[src/rtl/video_frontend.sv]
// ---------------------------------------------------------------------------
// video_frontend
//
// Capture and timing-measurement front end for the PCLK2x input domain.
//
// Pipeline:
//   stage 1 : registers colour, brightness and both syncs. Syncs are
//             normalised to active-high here.
//   stage 2 : applies brightness scaling and detects sync leading edges.
//             Also runs the position counters. Every output is registered
//             in this stage.
//   measure : one cycle after each strobe, the line length / frame height
//             is latched into h_total / v_total and the lock FSM is updated.
//
// Ports:
//   PCLK, reset_n            clock (rising edge), async active-low reset
//   R_in, G_in, B_in, F_in   pixel components and brightness
//   HSYNC_in, VSYNC_in       input syncs, polarity selected by SYNC_POL
//   R_out, G_out, B_out      processed components (COLOR_W+BRI_W bits)
//   HSYNC_out, VSYNC_out     syncs, active-high, 2 cycles after the pins
//   hsync_edge, vsync_edge   one-cycle leading-edge strobes
//   hcnt, vcnt               pixel index in line / line index in frame
//   h_total, v_total         last measured line length / frame height
//   locked                   input timing qualified as stable
// ---------------------------------------------------------------------------
module video_frontend #(
    parameter int COLOR_W     = 4,
    parameter int BRI_W       = 4,
    parameter int APPLY_BRI   = 1,
    parameter int SYNC_POL    = 0,
    parameter int HCNT_W      = 12,
    parameter int VCNT_W      = 11,
    parameter int H_TOL       = 2,
    parameter int LOCK_FRAMES = 3
) (
    input  logic                       PCLK,
    input  logic                       reset_n,
    input  logic [COLOR_W-1:0]         R_in,
    input  logic [COLOR_W-1:0]         G_in,
    input  logic [COLOR_W-1:0]         B_in,
    input  logic [BRI_W-1:0]           F_in,
    input  logic                       HSYNC_in,
    input  logic                       VSYNC_in,
    output logic [COLOR_W+BRI_W-1:0]   R_out,
    output logic [COLOR_W+BRI_W-1:0]   G_out,
    output logic [COLOR_W+BRI_W-1:0]   B_out,
    output logic                       HSYNC_out,
    output logic                       VSYNC_out,
    output logic                       hsync_edge,
    output logic                       vsync_edge,
    output logic [HCNT_W-1:0]          hcnt,
    output logic [VCNT_W-1:0]          vcnt,
    output logic [HCNT_W-1:0]          h_total,
    output logic [VCNT_W-1:0]          v_total,
    output logic                       locked
);

    localparam int                OUT_W    = COLOR_W + BRI_W;
    localparam int                MC_W     = (LOCK_FRAMES < 2) ? 1 : $clog2(LOCK_FRAMES + 1);
    localparam logic              SYNC_INV = (SYNC_POL == 0);
    localparam logic [HCNT_W-1:0] HCNT_MAX = '1;
    localparam logic [VCNT_W-1:0] VCNT_MAX = '1;

    typedef enum logic [1:0] {
        ST_UNLOCKED = 2'd0,
        ST_TRACK    = 2'd1,
        ST_LOCKED   = 2'd2
    } lock_state_e;

    // The full product fits in OUT_W bits: (2^C-1)*2^B < 2^(C+B).
    function automatic logic [OUT_W-1:0] scale_colour(input logic [COLOR_W-1:0] c,
                                                      input logic [BRI_W:0]     f_inc);
        if (APPLY_BRI != 0) begin
            scale_colour = OUT_W'(c) * OUT_W'(f_inc);
        end else begin
            scale_colour = {c, {BRI_W{1'b0}}};
        end
    endfunction

    // ---------------- stage 1 ----------------
    logic [COLOR_W-1:0] r1_q, r1_d, g1_q, g1_d, b1_q, b1_d;
    logic [BRI_W-1:0]   f1_q, f1_d;
    logic               hs1_q, hs1_d, vs1_q, vs1_d;

    // ---------------- stage 2 ----------------
    logic [OUT_W-1:0]   r2_q, r2_d, g2_q, g2_d, b2_q, b2_d;
    logic               hs2_q, hs2_d, vs2_q, vs2_d;
    logic               hedge_q, hedge_d, vedge_q, vedge_d;
    logic [HCNT_W-1:0]  hcnt_q, hcnt_d;
    logic [VCNT_W-1:0]  vcnt_q, vcnt_d;
    logic               h_ovf_q, h_ovf_d, v_ovf_q, v_ovf_d;
    // Length of the line / frame that just closed, captured on the edge so
    // the measurement stage can use it while hcnt/vcnt already read 0.
    logic [HCNT_W-1:0]  hlen_q, hlen_d;
    logic               hlen_ovf_q, hlen_ovf_d;
    logic [VCNT_W-1:0]  vlen_q, vlen_d;
    logic               vlen_ovf_q, vlen_ovf_d;

    // ---------------- measurement / lock ----------------
    logic [HCNT_W-1:0]  h_total_q, h_total_d;
    logic [VCNT_W-1:0]  v_total_q, v_total_d;
    logic               h_seen_q, h_seen_d, v_seen_q, v_seen_d;
    logic               h_valid_q, h_valid_d, v_valid_q, v_valid_d;
    logic               line_mm_q, line_mm_d;
    lock_state_e        state_q, state_d;
    logic [MC_W-1:0]    mcnt_q, mcnt_d;

    // Combinational helpers
    logic [BRI_W:0]     f_inc;
    logic               h_at_max, v_at_max;
    logic               h_ovf_rise, v_ovf_rise;
    logic [HCNT_W-1:0]  h_diff;
    logic               h_line_mm, h_latch, line_mm_now;
    logic               v_latch, v_mm, frame_bad;
    logic [MC_W-1:0]    mcnt_inc;

    always_comb begin
        // stage 1: syncs are made active-high right at the pins
        r1_d  = R_in;
        g1_d  = G_in;
        b1_d  = B_in;
        f1_d  = F_in;
        hs1_d = HSYNC_in ^ SYNC_INV;
        vs1_d = VSYNC_in ^ SYNC_INV;

        // stage 2: colour
        f_inc = {1'b0, f1_q} + {{BRI_W{1'b0}}, 1'b1};
        r2_d  = scale_colour(r1_q, f_inc);
        g2_d  = scale_colour(g1_q, f_inc);
        b2_d  = scale_colour(b1_q, f_inc);

        // stage 2: syncs and leading edges
        hs2_d   = hs1_q;
        vs2_d   = vs1_q;
        hedge_d = hs1_q & ~hs2_q;
        vedge_d = vs1_q & ~vs2_q;

        // stage 2: horizontal counter, saturating
        h_at_max   = (hcnt_q == HCNT_MAX);
        h_ovf_rise = h_at_max & ~h_ovf_q & ~hedge_d;
        hcnt_d     = hcnt_q;
        h_ovf_d    = h_ovf_q;
        hlen_d     = hlen_q;
        hlen_ovf_d = hlen_ovf_q;
        if (hedge_d) begin
            hcnt_d     = '0;
            h_ovf_d    = 1'b0;
            hlen_d     = hcnt_q + HCNT_W'(1);
            // A count sitting at all-ones cannot represent its own length
            hlen_ovf_d = h_ovf_q | h_at_max;
        end else if (h_at_max) begin
            h_ovf_d = 1'b1;
        end else begin
            hcnt_d = hcnt_q + HCNT_W'(1);
        end

        // stage 2: vertical counter, saturating; vsync edge wins over hsync edge
        v_at_max   = (vcnt_q == VCNT_MAX);
        v_ovf_rise = hedge_d & v_at_max & ~v_ovf_q & ~vedge_d;
        vcnt_d     = vcnt_q;
        v_ovf_d    = v_ovf_q;
        vlen_d     = vlen_q;
        vlen_ovf_d = vlen_ovf_q;
        if (vedge_d) begin
            vcnt_d     = '0;
            v_ovf_d    = 1'b0;
            vlen_d     = vcnt_q + VCNT_W'(1);
            vlen_ovf_d = v_ovf_q | v_at_max;
        end else if (hedge_d) begin
            if (v_at_max) begin
                v_ovf_d = 1'b1;
            end else begin
                vcnt_d = vcnt_q + VCNT_W'(1);
            end
        end

        // measurement: acts in the cycle the strobes are visible
        h_diff      = (hlen_q >= h_total_q) ? (hlen_q - h_total_q) : (h_total_q - hlen_q);
        h_latch     = hedge_q & h_seen_q & ~hlen_ovf_q;
        h_line_mm   = hedge_q & h_seen_q &
                      (hlen_ovf_q | (h_valid_q & (h_diff > HCNT_W'(H_TOL))));
        // Overflow is flagged as soon as it happens so a vanished sync still
        // drops lock instead of waiting for an edge that may never come.
        line_mm_now = h_line_mm | h_ovf_rise | v_ovf_rise;

        v_latch     = vedge_q & v_seen_q & ~vlen_ovf_q;
        v_mm        = vedge_q & v_seen_q &
                      (vlen_ovf_q | (v_valid_q & (vlen_q != v_total_q)));
        frame_bad   = v_mm | line_mm_q | line_mm_now;

        h_total_d = h_latch ? hlen_q : h_total_q;
        h_valid_d = h_valid_q | h_latch;
        h_seen_d  = h_seen_q | hedge_q;
        v_total_d = v_latch ? vlen_q : v_total_q;
        v_valid_d = v_valid_q | v_latch;
        v_seen_d  = v_seen_q | vedge_q;

        // Per-frame line mismatch accumulator; a line closing on the vsync
        // edge belongs to the frame that is ending, so it is folded into
        // frame_bad above and the accumulator restarts clean.
        line_mm_d = vedge_q ? 1'b0 : (line_mm_q | line_mm_now);

        // lock FSM
        mcnt_inc = mcnt_q + MC_W'(1);
        state_d  = state_q;
        mcnt_d   = mcnt_q;
        case (state_q)
            ST_UNLOCKED: begin
                if (v_latch) begin
                    state_d = ST_TRACK;
                    mcnt_d  = '0;
                end
            end
            ST_TRACK: begin
                if (vedge_q) begin
                    if (!frame_bad && v_latch) begin
                        if (mcnt_inc == MC_W'(LOCK_FRAMES)) begin
                            state_d = ST_LOCKED;
                            mcnt_d  = '0;
                        end else begin
                            mcnt_d = mcnt_inc;
                        end
                    end else begin
                        mcnt_d = '0;
                    end
                end else if (line_mm_now) begin
                    mcnt_d = '0;
                end
            end
            ST_LOCKED: begin
                if (line_mm_now || v_mm) begin
                    state_d = ST_UNLOCKED;
                    mcnt_d  = '0;
                end
            end
            default: begin
                state_d = ST_UNLOCKED;
                mcnt_d  = '0;
            end
        endcase
    end

    always_ff @(posedge PCLK or negedge reset_n) begin
        if (!reset_n) begin
            r1_q       <= '0;
            g1_q       <= '0;
            b1_q       <= '0;
            f1_q       <= '0;
            hs1_q      <= 1'b0;
            vs1_q      <= 1'b0;
            r2_q       <= '0;
            g2_q       <= '0;
            b2_q       <= '0;
            hs2_q      <= 1'b0;
            vs2_q      <= 1'b0;
            hedge_q    <= 1'b0;
            vedge_q    <= 1'b0;
            hcnt_q     <= '0;
            vcnt_q     <= '0;
            h_ovf_q    <= 1'b0;
            v_ovf_q    <= 1'b0;
            hlen_q     <= '0;
            hlen_ovf_q <= 1'b0;
            vlen_q     <= '0;
            vlen_ovf_q <= 1'b0;
            h_total_q  <= '0;
            v_total_q  <= '0;
            h_seen_q   <= 1'b0;
            v_seen_q   <= 1'b0;
            h_valid_q  <= 1'b0;
            v_valid_q  <= 1'b0;
            line_mm_q  <= 1'b0;
            state_q    <= ST_UNLOCKED;
            mcnt_q     <= '0;
        end else begin
            r1_q       <= r1_d;
            g1_q       <= g1_d;
            b1_q       <= b1_d;
            f1_q       <= f1_d;
            hs1_q      <= hs1_d;
            vs1_q      <= vs1_d;
            r2_q       <= r2_d;
            g2_q       <= g2_d;
            b2_q       <= b2_d;
            hs2_q      <= hs2_d;
            vs2_q      <= vs2_d;
            hedge_q    <= hedge_d;
            vedge_q    <= vedge_d;
            hcnt_q     <= hcnt_d;
            vcnt_q     <= vcnt_d;
            h_ovf_q    <= h_ovf_d;
            v_ovf_q    <= v_ovf_d;
            hlen_q     <= hlen_d;
            hlen_ovf_q <= hlen_ovf_d;
            vlen_q     <= vlen_d;
            vlen_ovf_q <= vlen_ovf_d;
            h_total_q  <= h_total_d;
            v_total_q  <= v_total_d;
            h_seen_q   <= h_seen_d;
            v_seen_q   <= v_seen_d;
            h_valid_q  <= h_valid_d;
            v_valid_q  <= v_valid_d;
            line_mm_q  <= line_mm_d;
            state_q    <= state_d;
            mcnt_q     <= mcnt_d;
        end
    end

    assign R_out      = r2_q;
    assign G_out      = g2_q;
    assign B_out      = b2_q;
    assign HSYNC_out  = hs2_q;
    assign VSYNC_out  = vs2_q;
    assign hsync_edge = hedge_q;
    assign vsync_edge = vedge_q;
    assign hcnt       = hcnt_q;
    assign vcnt       = vcnt_q;
    assign h_total    = h_total_q;
    assign v_total    = v_total_q;
    assign locked     = (state_q == ST_LOCKED);

endmodule

[config.mk]
export PLATFORM = sky130hd
export DESIGN_NAME = video_frontend
export DESIGN_NICKNAME = d
export VERILOG_FILES = /design/src/rtl/video_frontend.sv
export SDC_FILE = /design/constraint.sdc
export NUM_CORES = 1
export LEC_CHECK = 0
export CORE_MARGIN = 8
export CORE_UTILIZATION = 40
export CTS_CLUSTER_DIAMETER = 200
export DETAILED_ROUTE_END_ITERATION = 7
export HOLD_SLACK_MARGIN = 0.02
export PLACE_DENSITY_LB_ADDON = 0.2
export SETUP_SLACK_MARGIN = 0.2
export SYNTH_ARGS = -nofsm -noshare
export SYNTH_HDL_FRONTEND = slang
export SYNTH_SLANG_ARGS = --single-unit
export TNS_END_PERCENT = 5
[constraint.sdc]
create_clock -name PCLK -period 4.5 [get_ports PCLK]
set_input_delay 1.125 -clock PCLK [delete_from_list [all_inputs] [get_ports PCLK]]
set_output_delay 1.125 -clock PCLK [all_outputs]
set_load 0.1 [all_outputs]
Yosys cells after proc, flatten, opt, wreduce, memory -nomap -nowiden. Cells that the tools add are included.

Logic and storage cells: 128. Bits in latches: 0. Memories: 0. Bits in registers: 128. Bits in read-only memories: 0. Output and inout bits: 75. RAM bits: 0. Input port bits: 20.

Add/subtract/negate cells: 6. Bitwise gates (word level): 38. Muxes and demuxes: 24. Magnitude comparators: 2. Reductions and logical operators: 11. Shift operators: 0. Eq/ne operators: 14. Divide/modulo/power cells: 0. Multipliers: 3.

Operators with widths (count): 12-bit two-way mux (3); 11-bit two-way mux (3); 4-bit by 5-bit multiplier with 8-bit output (3); 12-bit subtractor (2); 2-bit two-way mux (10); 1-bit bitwise AND (15); 1-bit bitwise OR (13); 12-bit by 1-bit adder with 12-bit output, second input constant (1); 12-bit equality test, second input constant (1); 12-bit >= comparator (1); 12-bit by 2-bit > comparator with 1-bit output, second input constant (1); 2-bit != test, second input constant (6); 2-bit one-hot mux with 3 select lines (2); 11-bit by 1-bit adder with 11-bit output, second input constant (1); 11-bit equality test, second input constant (1); 11-bit != test (1); 1-bit inverter (10); 1-bit two-way mux (6); 2-bit nonzero test (3); 4-bit by 1-bit adder with 5-bit output, second input constant (1); 5-bit AND reduction (1); 2-bit equality test, second input constant (2); 2-bit AND reduction (2); 3-bit != test, second input constant (1); 8 further kinds (8).

Depth between registers and ports, before layout.
Depth after elaboration: 14. Mapped depth: 14. Mapped depth without buffers: 13.

Least setup slack after synthesis. Ideal clock, no wire load.

Path type: register -> register. Start point: reg h_total_q[1], in the netlist h_total[1]. End point: reg line_mm_q. Setup time: 171 ps. Clock period less this slack: 3503 ps. Required time: 4329 ps. Data arrival time: 3331 ps. Slack: 997 ps. Stages on the path, launching flop included: 12. Buffers on the path: 0. Cell sequence: dfrtp_1 > inv_1 > ha_1 > nor2b_1 > o2111ai_1 > nand2_1 > a311o_1 > a2111oi_2 > nor2_1 > nor4_4 > a21o_1 > a21oi_1.

Word-level cells in the longest chain between the ends: 10. Elaborated cells on any way between the ends: 12. Those cells by class: 2 x add/sub; 2 x order compare; 2 x mux; 6 x bitwise.

RTL lines: start: declaration (RTL line 100) `logic [HCNT_W-1:0] h_total_q, h_total_d;`; start signal: assignment (RTL line 297) `h_total_q <= h_total_d;`; 12-bit subtractor / 12-bit >= comparator (equally long branches) (RTL line 178) `h_diff = (hlen_q >= h_total_q) ? (hlen_q - h_total_q) : (h_total_q - hlen_q);`; 12-bit two-way mux * (RTL line 178); 12-bit by 2-bit > comparator with 1-bit output * (RTL line 181) `(hlen_ovf_q | (h_valid_q & (h_diff > HCNT_W'(H_TOL))));`; 1-bit bitwise AND * (RTL line 181); 1-bit bitwise OR * (RTL line 181); 1-bit bitwise AND * (RTL line 180) `h_line_mm = hedge_q & h_seen_q &`; 1-bit bitwise OR * (2 in a row) (RTL line 184) `line_mm_now = h_line_mm | h_ovf_rise | v_ovf_rise;`; 1-bit bitwise OR * (RTL line 201) `line_mm_d = vedge_q ? 1'b0 : (line_mm_q | line_mm_now);`; 1-bit two-way mux * (RTL line 201); named net line_mm_d (RTL line 104) `logic line_mm_q, line_mm_d;`; end signal: assignment (RTL line 303) `line_mm_q <= line_mm_d;`; end: declaration (RTL line 104).

Mark *: on every way through the listed nets, which the timed path passes. The rest lies on a longest branch. A chain may end at the register's enable or synchronous reset.

Final worst setup path.
Start point: reg f1_q[0]. End point: reg r2_q[7], in the netlist R_out[7].

Word-level cells in the longest chain between the ends: 2.

RTL lines: start: declaration (RTL line 82) `logic [BRI_W-1:0] f1_q, f1_d;`; start signal: assignment (RTL line 248) `f1_q <= '0;`; start signal: assignment (RTL line 279) `f1_q <= f1_d;`; 4-bit by 1-bit adder with 5-bit output (RTL line 127) `f_inc = {1'b0, f1_q} + {{BRI_W{1'b0}}, 1'b1};`; 4-bit by 5-bit multiplier with 8-bit output (RTL line 74) `scale_colour = OUT_W'(c) * OUT_W'(f_inc);`; named net r2_d[7] (RTL line 86) `logic [OUT_W-1:0] r2_q, r2_d, g2_q, g2_d, b2_q, b2_d;`; end signal: assignment (RTL line 282) `r2_q <= r2_d;`; end: declaration (RTL line 86).

The timed path passes the listed nets, and every way through them passes these cells.

==> impl_results.md <==
- Met3 wire len: 582 um
- Worst-Skew Late Latency: 0.41 ns
- Unique masters post-synth: 60
- Layout Nets: 960
- Number of max-cap violations: 0
- Routed WL per cell: around 15 um
- Port bufs: 94
- Share of layout cells above drive strength 1: 0.0606
- Top FF cell, synth: dfrtp_1
- Hold WS: 0.377 ns
- IO Count: 95
- # clock sinks: 128
- Cell Pwr Density: between 500 and 600 mW/mm^2
- First-pass GRT wire length: approximately 28000 um
- DRT iter0 DRCs: 226
- Slew @ Worst Pin: between 1 and 1.5 ns
- Setup Skew: 0.00645 ns
- Commonest non-fill, non-tap cells in the layout: dfrtp_1, nand2_1, clkdlybuf4s50_1
- Synth area leaders: dfrtp_1, ha_1, nand2_1, fa_1, xnor2_1
- CTS tree: built
- Post CTS Setup Buffer Count: 0
- CP arrival: around 4.1 ns
- DRC Markers: 0
- Int Power: 0.00285 W
- Post-synthesis sequential area ratio: 0.430
- Post_cts resized: 0
- Top delay family on crit path: adder cells
- VDD IR max: roughly 0.00033 V
- Crit Path Class: flop to flop
- Area of the core: 0.0185 mm^2
- CP required: 4.84 ns
- Number of global-route vias before repair: 5495
- GPL Wtd Cong: 0.810
- Pin count of the biggest net entering global routing: 90
- Yosys top cell area share: 0.430
- Die area: 0.0232 mm^2
- FFs w/ async S/R, synth: 1.00
- Initial Util: 0.403
- Vias: 5397
- N_diodes: 0
- Hold path start: hs1_q
- Combinational share of power: 0.476
- Bufs and invs on worst path: 2
- Tcrit/Tclk final: 0.829
- NetSw: 0.00229 W
- Final-report setup violation count: 0
- Met1 WL: 7620 um
- Sequential share of power: 0.271
- LEAKAGE: 4.29 nW
- Worst r2r src: f1_q[0]
- Hold Path Class: flop to flop
- Cell row count: 50
- CP startpoint kind: flop
- Setup TNS: 0 ns
- Met2 wire len: 7710 um
- CP cell instances: ha_1 -> xor2_1 -> buf_4 -> nand2_1 -> fa_1 -> fa_1 -> inv_1 -> ha_1 -> a21o_1 -> a21oi_1 -> o21bai_1 -> a21oi_1 -> xnor2_1
- Hold_buf cts: 0
- Layout Cells excl Fill: 1108
- Die Width: 152 um
- Clock buffer count from CTS: 17
- Final Hold Viols: 0
- Synth Area per Inst: 9.73 um^2
- Post-Route WL: 16100 um
- Vias per cell: 4.87
- Worst setup path startpoint: f1_q[0]
- Most common cell after layout, fill and taps aside: dfrtp_1
- Placed insts: ~1100
- Fmax: 268 MHz
- Initial antenna violation count: 0
- Worst slew margin: 0.313
- Syn Nets: 864
- Syn. warnings: 0
- Cells after Synth: approximately 770
- Sw Share: 0.445
- Clk network pwr share: 0.253
- Slowest CP cell: dfrtp_1
- Grt total ovfl: 0
- Worst-path clk slew: roughly 0.060 ns
- Status: completed
- Max layer used: met4
- Synthesis-stage register bit count: approximately 130
- Drt first pass iters: 4
- Post-synth top area cell: dfrtp_1
- Root buf cell: clkbuf_16
- Post-synth EDFFs: 0
- Crit. End Element: flop
- Layout area overhead: 23.5%
- Final antenna-violating net count: 0
- RSZ-0062 raised after global routing: false
- Die Ht: 152 um
- DP HPWL: 12000 um
- Largest fanout on the critical path: 14
- Clock H-tree levels: 4
- Synthesized area: roughly 0.0074 mm^2
- Highest cell delay on the worst timing path: between 0.6 and 0.7 ns
- CTS max path bufs: 2
- GRT Overall Usage: 0.145
- Fin crit period: 3.73 ns
- Max-slew violations: 0
-- cells by family after synthesis --
| family | count (synthesis) | synth area share |
|---|---|---|
| buf+inv | 86 | 0.0450 |
| mux | 4 | 0.00555 |
| simple gates | 254 | 0.161 |
| compound gates | 149 | 0.129 |
| xor+xnor | 65 | 0.0765 |
| fa+ha+maj | 79 | 0.153 |
| flops | 128 | 0.430 |
-- synthesized netlist by cell type (all sizes together) (8+ instances only) --
| cell type | count |
|---|---|
| clkbuf | 20 |
| nor2 | 35 |
| ha | 59 |
| nand2b | 10 |
| dfrtp | 128 |
| fa | 20 |
| and2 | 28 |
| xor2 | 27 |
| a21o | 16 |
| xnor2 | 38 |
| o21ai | 46 |
| inv | 60 |
| or3 | 8 |
| nand3 | 14 |
| nor2b | 13 |
| nand2 | 123 |
| a21oi | 42 |
-- layout make-up --
cell class,count,area (um^2)
flip-flops and latches,128,3200
clock inverters,14,130
repair buffers,102,1000
fillers,1722,9260
inverters,61,229
multi-input cells,551,3910
clock buffers,18,429
well taps,234,293
-- state kept, by name, summed over array words and instances (netlist names), 2 cells and up --
name,flops
G_out,8
h_total,12
vcnt,11
r1_q,4
hcnt,12
v_total,11
state_q,2
b1_q,4
f1_q,4
R_out,8
vlen_q,11
mcnt_q,2
hlen_q,12
g1_q,4
B_out,8
-- routing by layer --
layer  vias up  global-route usage
li1       2748                   -
met1      2558               0.180
met4         0              0.0415
met2        76               0.242
met3        15              0.0394
met5         -                   0
-- worst register-to-register path: stages (launching register included) --
cell and delay (ns):
dfrtp_1 0.62, ha_1 0.26, xor2_1 0.31, buf_4 0.22, nand2_1 0.07, fa_1 0.47, fa_1 0.55, inv_1 0.07
ha_1 0.30, a21o_1 0.16, a21oi_1 0.23, o21bai_1 0.09, a21oi_1 0.18, xnor2_1 0.13
-- power by group through the flow --
stage | Sequential [W] | Combinational, W | Clock, W
2_1_floorplan | 0.00212 | 0.00118 | 0
3_3_place_gp | 0.00142 | 0.00245 | 0
3_5_place_dp | 0.00142 | 0.00245 | 0
4_1_cts | 0.00140 | 0.00247 | 0.00134
5_1_grt | 0.00142 | 0.00266 | 0.00140
6_report | 0.00140 | 0.00245 | 0.00130
-- path summary, 6_finish.rpt --
kind                                   to  slack, ns  cells past startpoint
min in group asynchronous        B_out[6]       0.74                      1
worst max register to register   R_out[7]       0.77                     13
worst min-delay path            HSYNC_out       0.38                      0
worst min register to register  HSYNC_out       0.38                      0
max in group asynchronous         hcnt[6]       2.86                      2
worst max-delay path             R_out[7]       0.77                     13
-- metrics by stage --
step	instance area, um^2	total power [W]	worst slack [ns]	utilization
after CTS	9190	0.00521	0.781	0.498
after detailed placement	8630	0.00387	0.804	0.468
after global routing	9190	0.00548	0.555	0.498
after floorplan	7440	0.00330	0.997	-
final	9190	0.00515	0.771	0.498
after global placement	8630	0.00387	0.963	0.468
(Power assumes the default switching activity.)
